**src/rtl/enigma_pkg.sv**
```systemverilog
// enigma_pkg
// Shared types, wiring tables and mod-26 helpers for the Enigma scrambler.
// Wiring tables are written as letter strings and converted at elaboration
// time, so every table can be compared letter-for-letter with the historical
// wiring sheets. Inverse tables are derived from the forward ones, so the two
// can never disagree.
// Table layout: entry k (input contact k) sits at bits [5k +: 5].
package enigma_pkg;

    localparam int ALPHA = 26;

    typedef logic [4:0]         char_t;
    typedef logic [ALPHA*5-1:0] table_t;

    typedef enum logic [2:0] {
        IDLE,
        STEP,
        FWD,
        REFLECT,
        BWD,
        DONE
    } state_t;

    // The first character of the string is contact A, stored in the top byte.
    function automatic table_t str_to_table(input logic [ALPHA*8-1:0] s);
        table_t t = '0;
        for (int k = 0; k < ALPHA; k++) begin
            t[5*k +: 5] = 5'(s[(ALPHA-1-k)*8 +: 8] - 8'd65);
        end
        return t;
    endfunction

    function automatic table_t invert_table(input table_t t);
        table_t inv = '0;
        int     idx;
        for (int k = 0; k < ALPHA; k++) begin
            idx = int'(t[5*k +: 5]);
            inv[5*idx +: 5] = 5'(k);
        end
        return inv;
    endfunction

    localparam table_t FWD_I   = str_to_table("EKMFLGDQVZNTOWYHXUSPAIBRCJ");
    localparam table_t FWD_II  = str_to_table("AJDKSIRUXBLHWTMCQGZNPYFVOE");
    localparam table_t FWD_III = str_to_table("BDFHJLCPRTXVZNYEIWGAKMUSQO");
    localparam table_t FWD_IV  = str_to_table("ESOVPZJAYQUIRHXLNFTGKDCBWM");
    localparam table_t FWD_V   = str_to_table("VZBRGITYUPSDNHLXAWMJQOFECK");

    localparam table_t INV_I   = invert_table(FWD_I);
    localparam table_t INV_II  = invert_table(FWD_II);
    localparam table_t INV_III = invert_table(FWD_III);
    localparam table_t INV_IV  = invert_table(FWD_IV);
    localparam table_t INV_V   = invert_table(FWD_V);

    localparam table_t REFL_B  = str_to_table("YRUHQSLDPXNGOKMIEBFZCWVJAT");
    localparam table_t REFL_C  = str_to_table("FVPJIAOYEDRZXWGCTKUQSBNMHL");

    // Both operands must already be in 0..25.
    function automatic char_t add26(input char_t a, input char_t b);
        logic [5:0] s;
        s = {1'b0, a} + {1'b0, b};
        return (s >= 6'd26) ? 5'(s - 6'd26) : s[4:0];
    endfunction

    // The 5-bit wrap in the borrow branch cancels out because the true
    // result a + 26 - b always lies in 1..25.
    function automatic char_t sub26(input char_t a, input char_t b);
        return (a >= b) ? (a - b) : (a + 5'd26 - b);
    endfunction

    // Folds 26..31 back into range; used on externally supplied settings.
    function automatic char_t reduce26(input char_t v);
        return (v >= 5'd26) ? (v - 5'd26) : v;
    endfunction

    // Unused wheel codes 5..7 behave as wheel I.
    function automatic char_t notch_of(input logic [2:0] wheel);
        case (wheel)
            3'd1:    return 5'd4;
            3'd2:    return 5'd21;
            3'd3:    return 5'd9;
            3'd4:    return 5'd25;
            default: return 5'd16;
        endcase
    endfunction

    function automatic char_t wheel_map(input logic [2:0] wheel, input logic inverse,
                                        input char_t idx);
        table_t t;
        case (wheel)
            3'd1:    t = inverse ? INV_II  : FWD_II;
            3'd2:    t = inverse ? INV_III : FWD_III;
            3'd3:    t = inverse ? INV_IV  : FWD_IV;
            3'd4:    t = inverse ? INV_V   : FWD_V;
            default: t = inverse ? INV_I   : FWD_I;
        endcase
        return t[5*idx +: 5];
    endfunction

    function automatic char_t reflect_map(input logic ukw_c, input char_t idx);
        table_t t;
        t = ukw_c ? REFL_C : REFL_B;
        return t[5*idx +: 5];
    endfunction

endpackage

```
**src/rtl/rotor_map.sv**
```systemverilog
// rotor_map
// Combinational single pass of one character through one rotor.
// Ports:
//   char_in   contact entering the rotor (0..25)
//   pos       rotor position (0..25)
//   ring      ring setting (0..25), 0 when ring settings are not built in
//   wheel     wheel type 0..4 = I..V
//   backward  1 = return path (inverse wiring)
//   char_out  contact leaving the rotor
module rotor_map
    import enigma_pkg::*;
(
    input  char_t      char_in,
    input  char_t      pos,
    input  char_t      ring,
    input  logic [2:0] wheel,
    input  logic       backward,
    output char_t      char_out
);

    char_t contact;
    char_t wired;

    // Position rotates the wiring core one way, the ring setting the other.
    always_comb begin
        contact  = sub26(add26(char_in, pos), ring);
        wired    = wheel_map(wheel, backward, contact);
        char_out = add26(sub26(wired, pos), ring);
    end

endmodule

```
**src/rtl/rotor_stack.sv**
```systemverilog
// rotor_stack
// Parametrised Enigma scrambler: NUM_ROTORS rotors and a fixed reflector.
// Each accepted character steps the rotors, then travels right-to-left
// through the stack, reflects and travels back, one hop per clock through a
// single shared rotor_map.
// Parameters: NUM_ROTORS (1..8, rotor 0 fastest), ROTOR_SEL (3 bits per rotor,
//   0..4 = I..V), REFLECTOR_SEL (0 = UKW-B, 1 = UKW-C).
// Ports:
//   clk, reset         clock, synchronous active-high reset
//   set_in             load init_pos_in into the positions while idle
//   init_pos_in        start positions, rotor i at [5i +: 5]
//   in_valid/in_ready  character handshake (char_in)
//   out_valid/out_ready result handshake (char_out, out_err)
//   out_err            the accepted character was not a letter
//   current_pos_out    live rotor positions
//   step_pulse_out     one-cycle pulse for each rotor that advanced
//   ring_in            ring settings, sampled at accept (RING_SETTING_EN only)
// Optional feature macro: RING_SETTING_EN
module rotor_stack
    import enigma_pkg::*;
#(
    parameter int                      NUM_ROTORS    = 3,
    parameter logic [3*NUM_ROTORS-1:0] ROTOR_SEL     = {3'd0, 3'd1, 3'd2},
    parameter int                      REFLECTOR_SEL = 0
) (
    input  logic                    clk,
    input  logic                    reset,
    input  logic                    set_in,
    input  logic [5*NUM_ROTORS-1:0] init_pos_in,
`ifdef RING_SETTING_EN
    input  logic [5*NUM_ROTORS-1:0] ring_in,
`endif
    input  logic                    in_valid,
    output logic                    in_ready,
    input  logic [4:0]              char_in,
    output logic                    out_valid,
    input  logic                    out_ready,
    output logic [4:0]              char_out,
    output logic                    out_err,
    output logic [5*NUM_ROTORS-1:0] current_pos_out,
    output logic [NUM_ROTORS-1:0]   step_pulse_out
);

    localparam logic [2:0] LAST_HOP = 3'(NUM_ROTORS - 1);

    state_t                    state;
    state_t                    state_next;
    logic [5*NUM_ROTORS-1:0]   pos_q;
    logic [5*NUM_ROTORS-1:0]   ring_q;
    char_t                     ch_q;
    logic                      err_q;
    logic [2:0]                hop_q;
    logic [NUM_ROTORS-1:0]     pulse_q;
    logic [NUM_ROTORS-1:0]     at_notch;
    logic [NUM_ROTORS-1:0]     step_req;
    logic                      accept;
    logic                      load;
    char_t                     hop_pos;
    char_t                     hop_ring;
    logic [2:0]                hop_wheel;
    char_t                     hop_out;

    // set_in takes priority, so a load cycle never doubles as an accept.
    assign load   = (state == IDLE) && set_in;
    assign accept = (state == IDLE) && in_valid && !set_in;

    always_ff @(posedge clk) begin
        if (reset) begin
            state <= IDLE;
        end else begin
            state <= state_next;
        end
    end

    always_comb begin
        state_next = state;
        in_ready   = 1'b0;
        out_valid  = 1'b0;
        out_err    = 1'b0;
        case (state)
            IDLE: begin
                in_ready = !set_in;
                if (accept) state_next = STEP;
            end
            STEP:    state_next = err_q ? DONE : FWD;
            FWD:     if (hop_q == LAST_HOP) state_next = REFLECT;
            REFLECT: state_next = BWD;
            BWD:     if (hop_q == 3'd0) state_next = DONE;
            DONE: begin
                out_valid = 1'b1;
                out_err   = err_q;
                if (out_ready) state_next = IDLE;
            end
            default: state_next = IDLE;
        endcase
    end

    // Odometer with the middle-rotor double step, evaluated on pre-step
    // positions. The leftmost rotor has no double step of its own.
    always_comb begin
        at_notch = '0;
        step_req = '0;
        for (int i = 0; i < NUM_ROTORS; i++) begin
            at_notch[i] = (pos_q[5*i +: 5] == notch_of(ROTOR_SEL[3*i +: 3]));
        end
        step_req[0] = 1'b1;
        for (int i = 1; i < NUM_ROTORS; i++) begin
            step_req[i] = at_notch[i-1] || ((i < NUM_ROTORS - 1) && at_notch[i]);
        end
    end

    always_comb begin
        hop_pos   = '0;
        hop_ring  = '0;
        hop_wheel = '0;
        for (int i = 0; i < NUM_ROTORS; i++) begin
            if (hop_q == 3'(i)) begin
                hop_pos   = pos_q[5*i +: 5];
                hop_ring  = ring_q[5*i +: 5];
                hop_wheel = ROTOR_SEL[3*i +: 3];
            end
        end
    end

    rotor_map u_rotor_map (
        .char_in  (ch_q),
        .pos      (hop_pos),
        .ring     (hop_ring),
        .wheel    (hop_wheel),
        .backward (state == BWD),
        .char_out (hop_out)
    );

    // hop_q counts up through FWD and parks on the last rotor, which is
    // exactly where BWD has to start counting down from.
    always_ff @(posedge clk) begin
        if (reset) begin
            pos_q   <= '0;
            ch_q    <= '0;
            err_q   <= 1'b0;
            hop_q   <= '0;
            pulse_q <= '0;
        end else begin
            pulse_q <= '0;
            case (state)
                IDLE: begin
                    if (load) begin
                        for (int i = 0; i < NUM_ROTORS; i++) begin
                            pos_q[5*i +: 5] <= reduce26(init_pos_in[5*i +: 5]);
                        end
                    end else if (accept) begin
                        ch_q  <= char_in;
                        err_q <= (char_in >= 5'd26);
                        hop_q <= '0;
                    end
                end
                STEP: begin
                    if (!err_q) begin
                        for (int i = 0; i < NUM_ROTORS; i++) begin
                            if (step_req[i]) begin
                                pos_q[5*i +: 5] <= add26(pos_q[5*i +: 5], 5'd1);
                            end
                        end
                        pulse_q <= step_req;
                    end
                end
                FWD: begin
                    ch_q <= hop_out;
                    if (hop_q != LAST_HOP) hop_q <= hop_q + 3'd1;
                end
                REFLECT: ch_q <= reflect_map(REFLECTOR_SEL == 1, ch_q);
                BWD: begin
                    ch_q <= hop_out;
                    if (hop_q != 3'd0) hop_q <= hop_q - 3'd1;
                end
                default: ;
            endcase
        end
    end

`ifdef RING_SETTING_EN
    always_ff @(posedge clk) begin
        if (reset) begin
            ring_q <= '0;
        end else if (accept) begin
            for (int i = 0; i < NUM_ROTORS; i++) begin
                ring_q[5*i +: 5] <= reduce26(ring_in[5*i +: 5]);
            end
        end
    end
`else
    assign ring_q = '0;
`endif

    assign char_out        = ch_q;
    assign current_pos_out = pos_q;
    assign step_pulse_out  = pulse_q;

endmodule
```
**config.mk**
```make
export PLATFORM = sky130hd
export DESIGN_NAME = rotor_stack
export DESIGN_NICKNAME = d
export VERILOG_FILES = /design/src/rtl/enigma_pkg.sv /design/src/rtl/rotor_map.sv /design/src/rtl/rotor_stack.sv
export SDC_FILE = /design/constraint.sdc
export NUM_CORES = 1
export LEC_CHECK = 0
export BUFFER_PORTS_ARGS = -buffer_cell sky130_fd_sc_hd__buf_2
export CAP_MARGIN = 20
export CELL_PAD_IN_SITES_DETAIL_PLACEMENT = 1
export CELL_PAD_IN_SITES_GLOBAL_PLACEMENT = 1
export CORE_MARGIN = 2
export CORE_UTILIZATION = 45
export CTS_CLUSTER_DIAMETER = 60
export DETAILED_ROUTE_END_ITERATION = 10
export HOLD_SLACK_MARGIN = 0.02
export MAX_ROUTING_LAYER = met4
export PLACE_DENSITY_LB_ADDON = 0.3
export SLEW_MARGIN = 40
export SYNTH_ARGS = -nofsm -noshare
export SYNTH_HDL_FRONTEND = slang
export SYNTH_SLANG_ARGS = --single-unit
```
**constraint.sdc**
```tcl
create_clock -name clk -period 10.8 [get_ports clk]
set_input_delay 1.08 -clock clk [delete_from_list [all_inputs] [get_ports clk]]
set_output_delay 1.08 -clock clk [all_outputs]
set_load 0.01 [all_outputs]
```
==> Word level (Yosys, flattened, before mapping) <==
Cells that the tools add are included.
{ "word_totals": {"reg_bits": 30, "out_inout_bits": 26, "wordCells": 135} }
{ "op_classes": {"addsub": 18, "n_mul": 2, "order_cmp": 11, "n_eq_ne": 25, "shifts": 2, "n_mux": 45, "n_bitwise": 2, "reduce_logical": 21} }
{ "op_table": {"columns": ["op", "count"], "rows": [
  ["one-hot mux 130 bit (4 select lines)", 1],
  ["2-to-1 mux 129 bit", 2],
  ["2-to-1 mux 130 bit", 1],
  ["variable part select 130 x 9 -> 5 bit", 1],
  ["variable part select 130 x 9 -> 5 bit (first input constant)", 1],
  ["2-to-1 mux 127 bit", 1],
  ["2-to-1 mux 124 bit", 1],
  ["2-to-1 mux 5 bit", 17],
  ["subtractor 5 bit (second input constant)", 8],
  ["2-to-1 mux 3 bit", 11],
  ["2-to-1 mux 15 bit", 2],
  ["one-hot mux 15 bit (2 select lines)", 1],
  ["greater-or-equal comparator 5 bit (second input constant)", 5],
  ["greater-or-equal comparator 6 x 5 -> 1 bit (second input constant)", 4],
  ["inequality test 2 bit (second input constant)", 11],
  ["adder 5 x 1 -> 6 bit (second input constant)", 3],
  ["one-hot mux 3 bit (6 select lines)", 1],
  ["multiplier 3 x 5 -> 8 bit (first input constant)", 2],
  ["== test 3 x 2 -> 1 bit (second input constant)", 5],
  ["one-hot mux 5 bit (3 select lines)", 1],
  ["AND reduction 4 bit", 3],
  ["adder 5 bit (second input constant)", 2],
  ["subtractor 5 bit", 2],
  ["== test 3 x 1 -> 1 bit (second input constant)", 3],
  ["23 further kinds", 37]
]} }

==> Depth between registers and ports, before layout <==
{ "logic_depth": {"word_depth": 17, "ltp_mapped": 32} }

==> Modules after synthesis <==
From an unflattened synthesis, not the netlist that was laid out.
{ "unflattened": {"hier_cells": 1092, "area_unflattened_um2": 7253.2} }
{ "by_module_without_submodules": {"columns": ["mod", "instances", "cells_each", "area_each_um2"], "rows": [
  ["rotor_map", 1, 640, 4025.1],
  ["rotor_stack", 1, 452, 3228.1]
]} }

==> Worst setup path before layout <==
No wires, ideal clock.
{ "synth_timing": {"kind": "register to register", "from": "reg hop_q[1]", "to": "reg ch_q[2] (netlist: char_out[2])", "t_arrival_ps": 6416, "required_time_ps": 10721, "setup_slack_ps": 4305, "path_stages_with_launch": 30, "n_path_buf": 2, "period_less_slack_ps": 6495, "path_cell_list": "dfxtp_1 -> inv_1 -> ha_1 -> nor3b_1 -> a22oi_1 -> a21oi_1 -> inv_1 -> fa_1 -> nand2b_4 -> a21oi_4 -> xnor2_1 -> or3_4 -> a32o_1 -> buf_2 -> buf_2 -> nand3_1 -> nand3_1 -> a2111oi_0 -> a211oi_1 -> ha_1 -> nand2b_1 -> a21o_1 -> a21oi_1 -> o21ai_1 -> mux2_2 -> ha_1 -> o21ai_0 -> nand2_1 -> or4_1 -> o211ai_1"} }
{ "synth_between": {"elab_chain_cells": 17} }
{ "synth_lines": {"columns": ["item", "line", "source"], "rows": [
  ["from (decl)", "rotor_stack.sv:52", "logic [2:0] hop_q;"],
  ["from (signal assigned)", "rotor_stack.sv:169", "if (hop_q != LAST_HOP) hop_q <= hop_q + 3'd1;"],
  ["from (signal assigned)", "rotor_stack.sv:174", "if (hop_q != 3'd0) hop_q <= hop_q - 3'd1;"],
  ["logical NOT 3 bit", "rotor_stack.sv:117", "if (hop_q == 3'(i)) begin"],
  ["2-to-1 mux 5 bit (3 in a row)", "rotor_stack.sv:117", null],
  ["adder 5 x 5 -> 6 bit", "enigma_pkg.sv:61", "s = {1'b0, a} + {1'b0, b};"],
  ["subtractor 5 bit / greater-or-equal comparator 6 x 5 -> 1 bit (equally long branches)", "enigma_pkg.sv:62", "return (s >= 6'd26) ? 5'(s - 6'd26) : s[4:0];"],
  ["2-to-1 mux 5 bit", "enigma_pkg.sv:62", null],
  ["adder 5 bit / greater-or-equal comparator 5 x 1 -> 1 bit (equally long branches)", "enigma_pkg.sv:68", "return (a >= b) ? (a - b) : (a + 5'd26 - b);"],
  ["2-to-1 mux 5 bit", "enigma_pkg.sv:68", null],
  ["multiplier 3 x 5 -> 8 bit", "enigma_pkg.sv:97", "return t[5*idx +: 5];"],
  ["variable part select 130 x 9 -> 5 bit", "enigma_pkg.sv:97", null],
  ["adder 5 bit", "enigma_pkg.sv:68", null],
  ["subtractor 5 bit", "enigma_pkg.sv:68", null],
  ["2-to-1 mux 5 bit (*)", "enigma_pkg.sv:68", null],
  ["subtractor 5 bit / greater-or-equal comparator 5 bit (equally long branches)", "enigma_pkg.sv:62", null],
  ["2-to-1 mux 5 bit (*)", "enigma_pkg.sv:62", null],
  ["one-hot mux 5 bit (3 select lines) (*)", "rotor_stack.sv:145", "case (state)"],
  ["to (signal assigned)", "rotor_stack.sv:152", "ch_q <= char_in;"],
  ["to (signal assigned)", "rotor_stack.sv:168", "ch_q <= hop_out;"],
  ["to (signal assigned)", "rotor_stack.sv:171", "REFLECT: ch_q <= reflect_map(REFLECTOR_SEL == 1, ch_q);"],
  ["to (decl)", "rotor_stack.sv:50", "char_t ch_q;"]
]} }
Mark *: on every way between the ends. The rest lies on a longest branch, timed or not.
A chain may end at the register's enable or synchronous reset.

==> Worst setup path after layout <==
Same ends and word-level chain as after synthesis.

==> results.sh <==
export IMPL_status="complete, no violations"
export IMPL_cp_arrival_ps=8170
export IMPL_clk_path_buf_depth=2
export IMPL_final_cell_mix="nor2_1 (93), o21ai_0 (81), a21oi_1 (74), nand2_1 (61), buf_2 (50)"
export IMPL_slew_limit_headroom_pct=43.8
export IMPL_drive_gt1_share_pct=10.2
export IMPL_worst_pin_slew_ps=842
export IMPL_cts_clk_slew_worst_paths_ps=50
export IMPL_synth_edff_count=0
export IMPL_num_rows=41
export IMPL_avgSynthCellArea_um2=6.71
export IMPL_hold_violations=0
export IMPL_synthArstFlopShare_pct=0
export IMPL_start_util_pct=45.6
export IMPL_preCtsSetupSlack_ps=2920
export IMPL_core_um2=12500
export IMPL_yosysSeqAreaShare_pct=10.5
export IMPL_place_gp_congestion=0.944
export IMPL_dr_pass1_iters=5
export IMPL_fin_util_pct=49.1
export IMPL_grt_busiest_layer="met2"
export IMPL_ctsHoldBuffers=0
export IMPL_synth_cell_types=65
export IMPL_grtUsageMet2_pct=52.2
export IMPL_post_cts_resized=0
export IMPL_drc=0
export IMPL_syn_instance_count=852
export IMPL_final_cell_area_um2=6140
export IMPL_slew_viol_final=0
export IMPL_final_common_cell="nor2_1"
export IMPL_fin_nets=933
export IMPL_grt_max_degree=96
export IMPL_die_area_um2=13600
export IMPL_met1_usage_pct=40.2
export IMPL_yosys_most_used_dff="dfxtp_1"
export IMPL_grt_pass1_vias=6564
export IMPL_timing_final_ws_setup_ps=2830
export IMPL_yosysWarnings=0
export IMPL_ys_ff_latch=30
export IMPL_end_kind="flip-flop"
export IMPL_insertion_delay_ps=280
export IMPL_post_drt_wl_per_cell_um=20.3
export IMPL_maxCapViolCount=0
export IMPL_via_per_inst=6.53
export IMPL_cp_start_kind="flip-flop"
export IMPL_fin_setup_tns_ps=0
export IMPL_chipHeight_um=117
export IMPL_drt_iter0_drc=651
export IMPL_fin_crit_sh_pct=73.8
export IMPL_finalWirelength_mm=20.8
export IMPL_cpMostUsedCell="ha_1"
export IMPL_syn_num_nets=935
export IMPL_overflow=0
export IMPL_tritoncts="yes"
export IMPL_dieWidth_um=117
export IMPL_cts_root_buf="clkbuf_16"
export IMPL_vias=6674
export IMPL_fmax_mhz=125
export IMPL_netlist_area_um2=5710
export IMPL_antenna_found_initial=0
export IMPL_cts_setup_buffers=0
export IMPL_crit_required_ps=11000
export IMPL_critical_path_class="flip-flop to flip-flop"
export IMPL_path_cells="inv_1, ha_1, nor3b_1, a22oi_1, a21oi_1, inv_1, fa_1, xor2_1, ha_1, a32oi_4, o221ai_1, a32o_1, or3_1, a221o_1, ha_1, nand2_1, o21ai_1, mux2_2, ha_1, o21ai_0, nand2_1, or4_1, o211ai_1"
export IMPL_skew_ps=7.65
export IMPL_ioPinCount=51
export IMPL_max_stage_delay_ps=710
export IMPL_io_buffers=50
export IMPL_crit_slowest_cell="a32oi_4"
export IMPL_diodes=0
export IMPL_numCtsBuffers=5
export IMPL_worstPathMaxFanout=26
export IMPL_grtUsageTotal_pct=31.4
export IMPL_place_area_um2=5990
export IMPL_antenna_left=0
export IMPL_globalRouteMet3Util_pct=4.05
export IMPL_rsz0062_at_grt="false"
export IMPL_syn2layout_area_growth_pct=7.53
export IMPL_hold_path_class="flip-flop to flip-flop"
export IMPL_cts_sinks=30
export IMPL_htreeDepth=2
export IMPL_period_minus_slack_ps=7970
export IMPL_grt_first_pass_wirelength_mm=33.5
export IMPL_setup_violations=0
export IMPL_dpl_hpwl_mm=15.1
[metrics by stage]
step | std cells | hold WS [ps]
floorplan | 852 | 483
global placement | 1014 | 528
detailed placement | 1014 | 549
CTS | 1021 | 557
global route | 1022 | 601
finish | 1022 | 552
[cells by family after synthesis]
kind of cell	share of synthesized area, %
AOI/OAI and AO/OA	35.5
and+or+nand+nor	23.5
buffers and inverters	7.91
adders and majority gates	13.8
DFF	10.5
muxes	5.08
xor gates and xnor gates	3.68
[worst max-delay path, delay by kind of cell, from the launching register on]
family          cells  cell delay (ps)
xor+xnor            1              570
fa+ha+maj           5             1670
compound gates      9             2910
buf+inv             2              270
mux                 1              430
simple gates        5             1640
flops               1              380
[synthesized netlist by cell type, types with 5 or more instances]
cell type,n,share of area (%)
a211oi_1,17,2.2
a21oi_1,74,6.5
a221oi_1,10,1.5
a22oi_1,12,1.6
a311oi_1,8,1.2
a31oi_1,14,1.5
and2_1,7,0.77
buf_1,8,0.53
buf_2,7,0.61
clkbuf_1,52,3.4
dfxtp_1,30,11
fa_1,8,2.8
ha_1,50,11
inv_1,49,3.2
mux2_2,8,1.6
mux2i_1,20,3.5
nand2_1,61,4.0
nand2b_1,12,1.3
nand3_1,37,3.2
nand3b_1,6,0.79
nor2_1,93,6.1
nor2b_1,10,1.1
nor3_1,20,1.8
nor3b_1,5,0.66
nor4_1,9,0.99
o2111ai_1,8,1.2
o211ai_1,19,2.5
o21ai_0,82,7.2
o22ai_1,9,0.99
o311ai_0,5,0.77
o31ai_1,6,0.79
or3_1,10,1.1
xnor2_1,16,2.5
xor2_1,8,1.2
[layout make-up]
| class | count | area (µm²) |
|---|---|---|
| tap | 172 | 215 |
| multi-input combinational | 704 | 4680 |
| fill | 1702 | 6370 |
| clock buffer | 7 | 133 |
| timing repair buffer | 58 | 323 |
| sequential | 30 | 601 |
| inverter | 51 | 191 |
[registers in the layout, indices dropped and copies added (netlist names)]
name	flops
current_pos_out	15
char_out	5
state	3
step_pulse_out	3
hop_q	3
err_q	1
[path summary, 6_finish.rpt]
check	depth (start not counted)	from	slack (ps)	end
hold / removal	2	hop_q[1]	550	hop_q[1]
hold reg to reg	2	hop_q[1]	550	hop_q[1]
setup / recovery	23	hop_q[1]	2830	char_out[2]
setup reg to reg	23	hop_q[1]	2830	char_out[2]
[metal layers]
layer	vias to the layer above	part of all wire, %
met5	-	0
met4	0	2.5
met3	57	6.5
met2	289	48
met1	3199	43
li1	3129	-
Power is not shown: default switching activity piles up to over one toggle a cycle in this logic, so the estimate is an artifact.
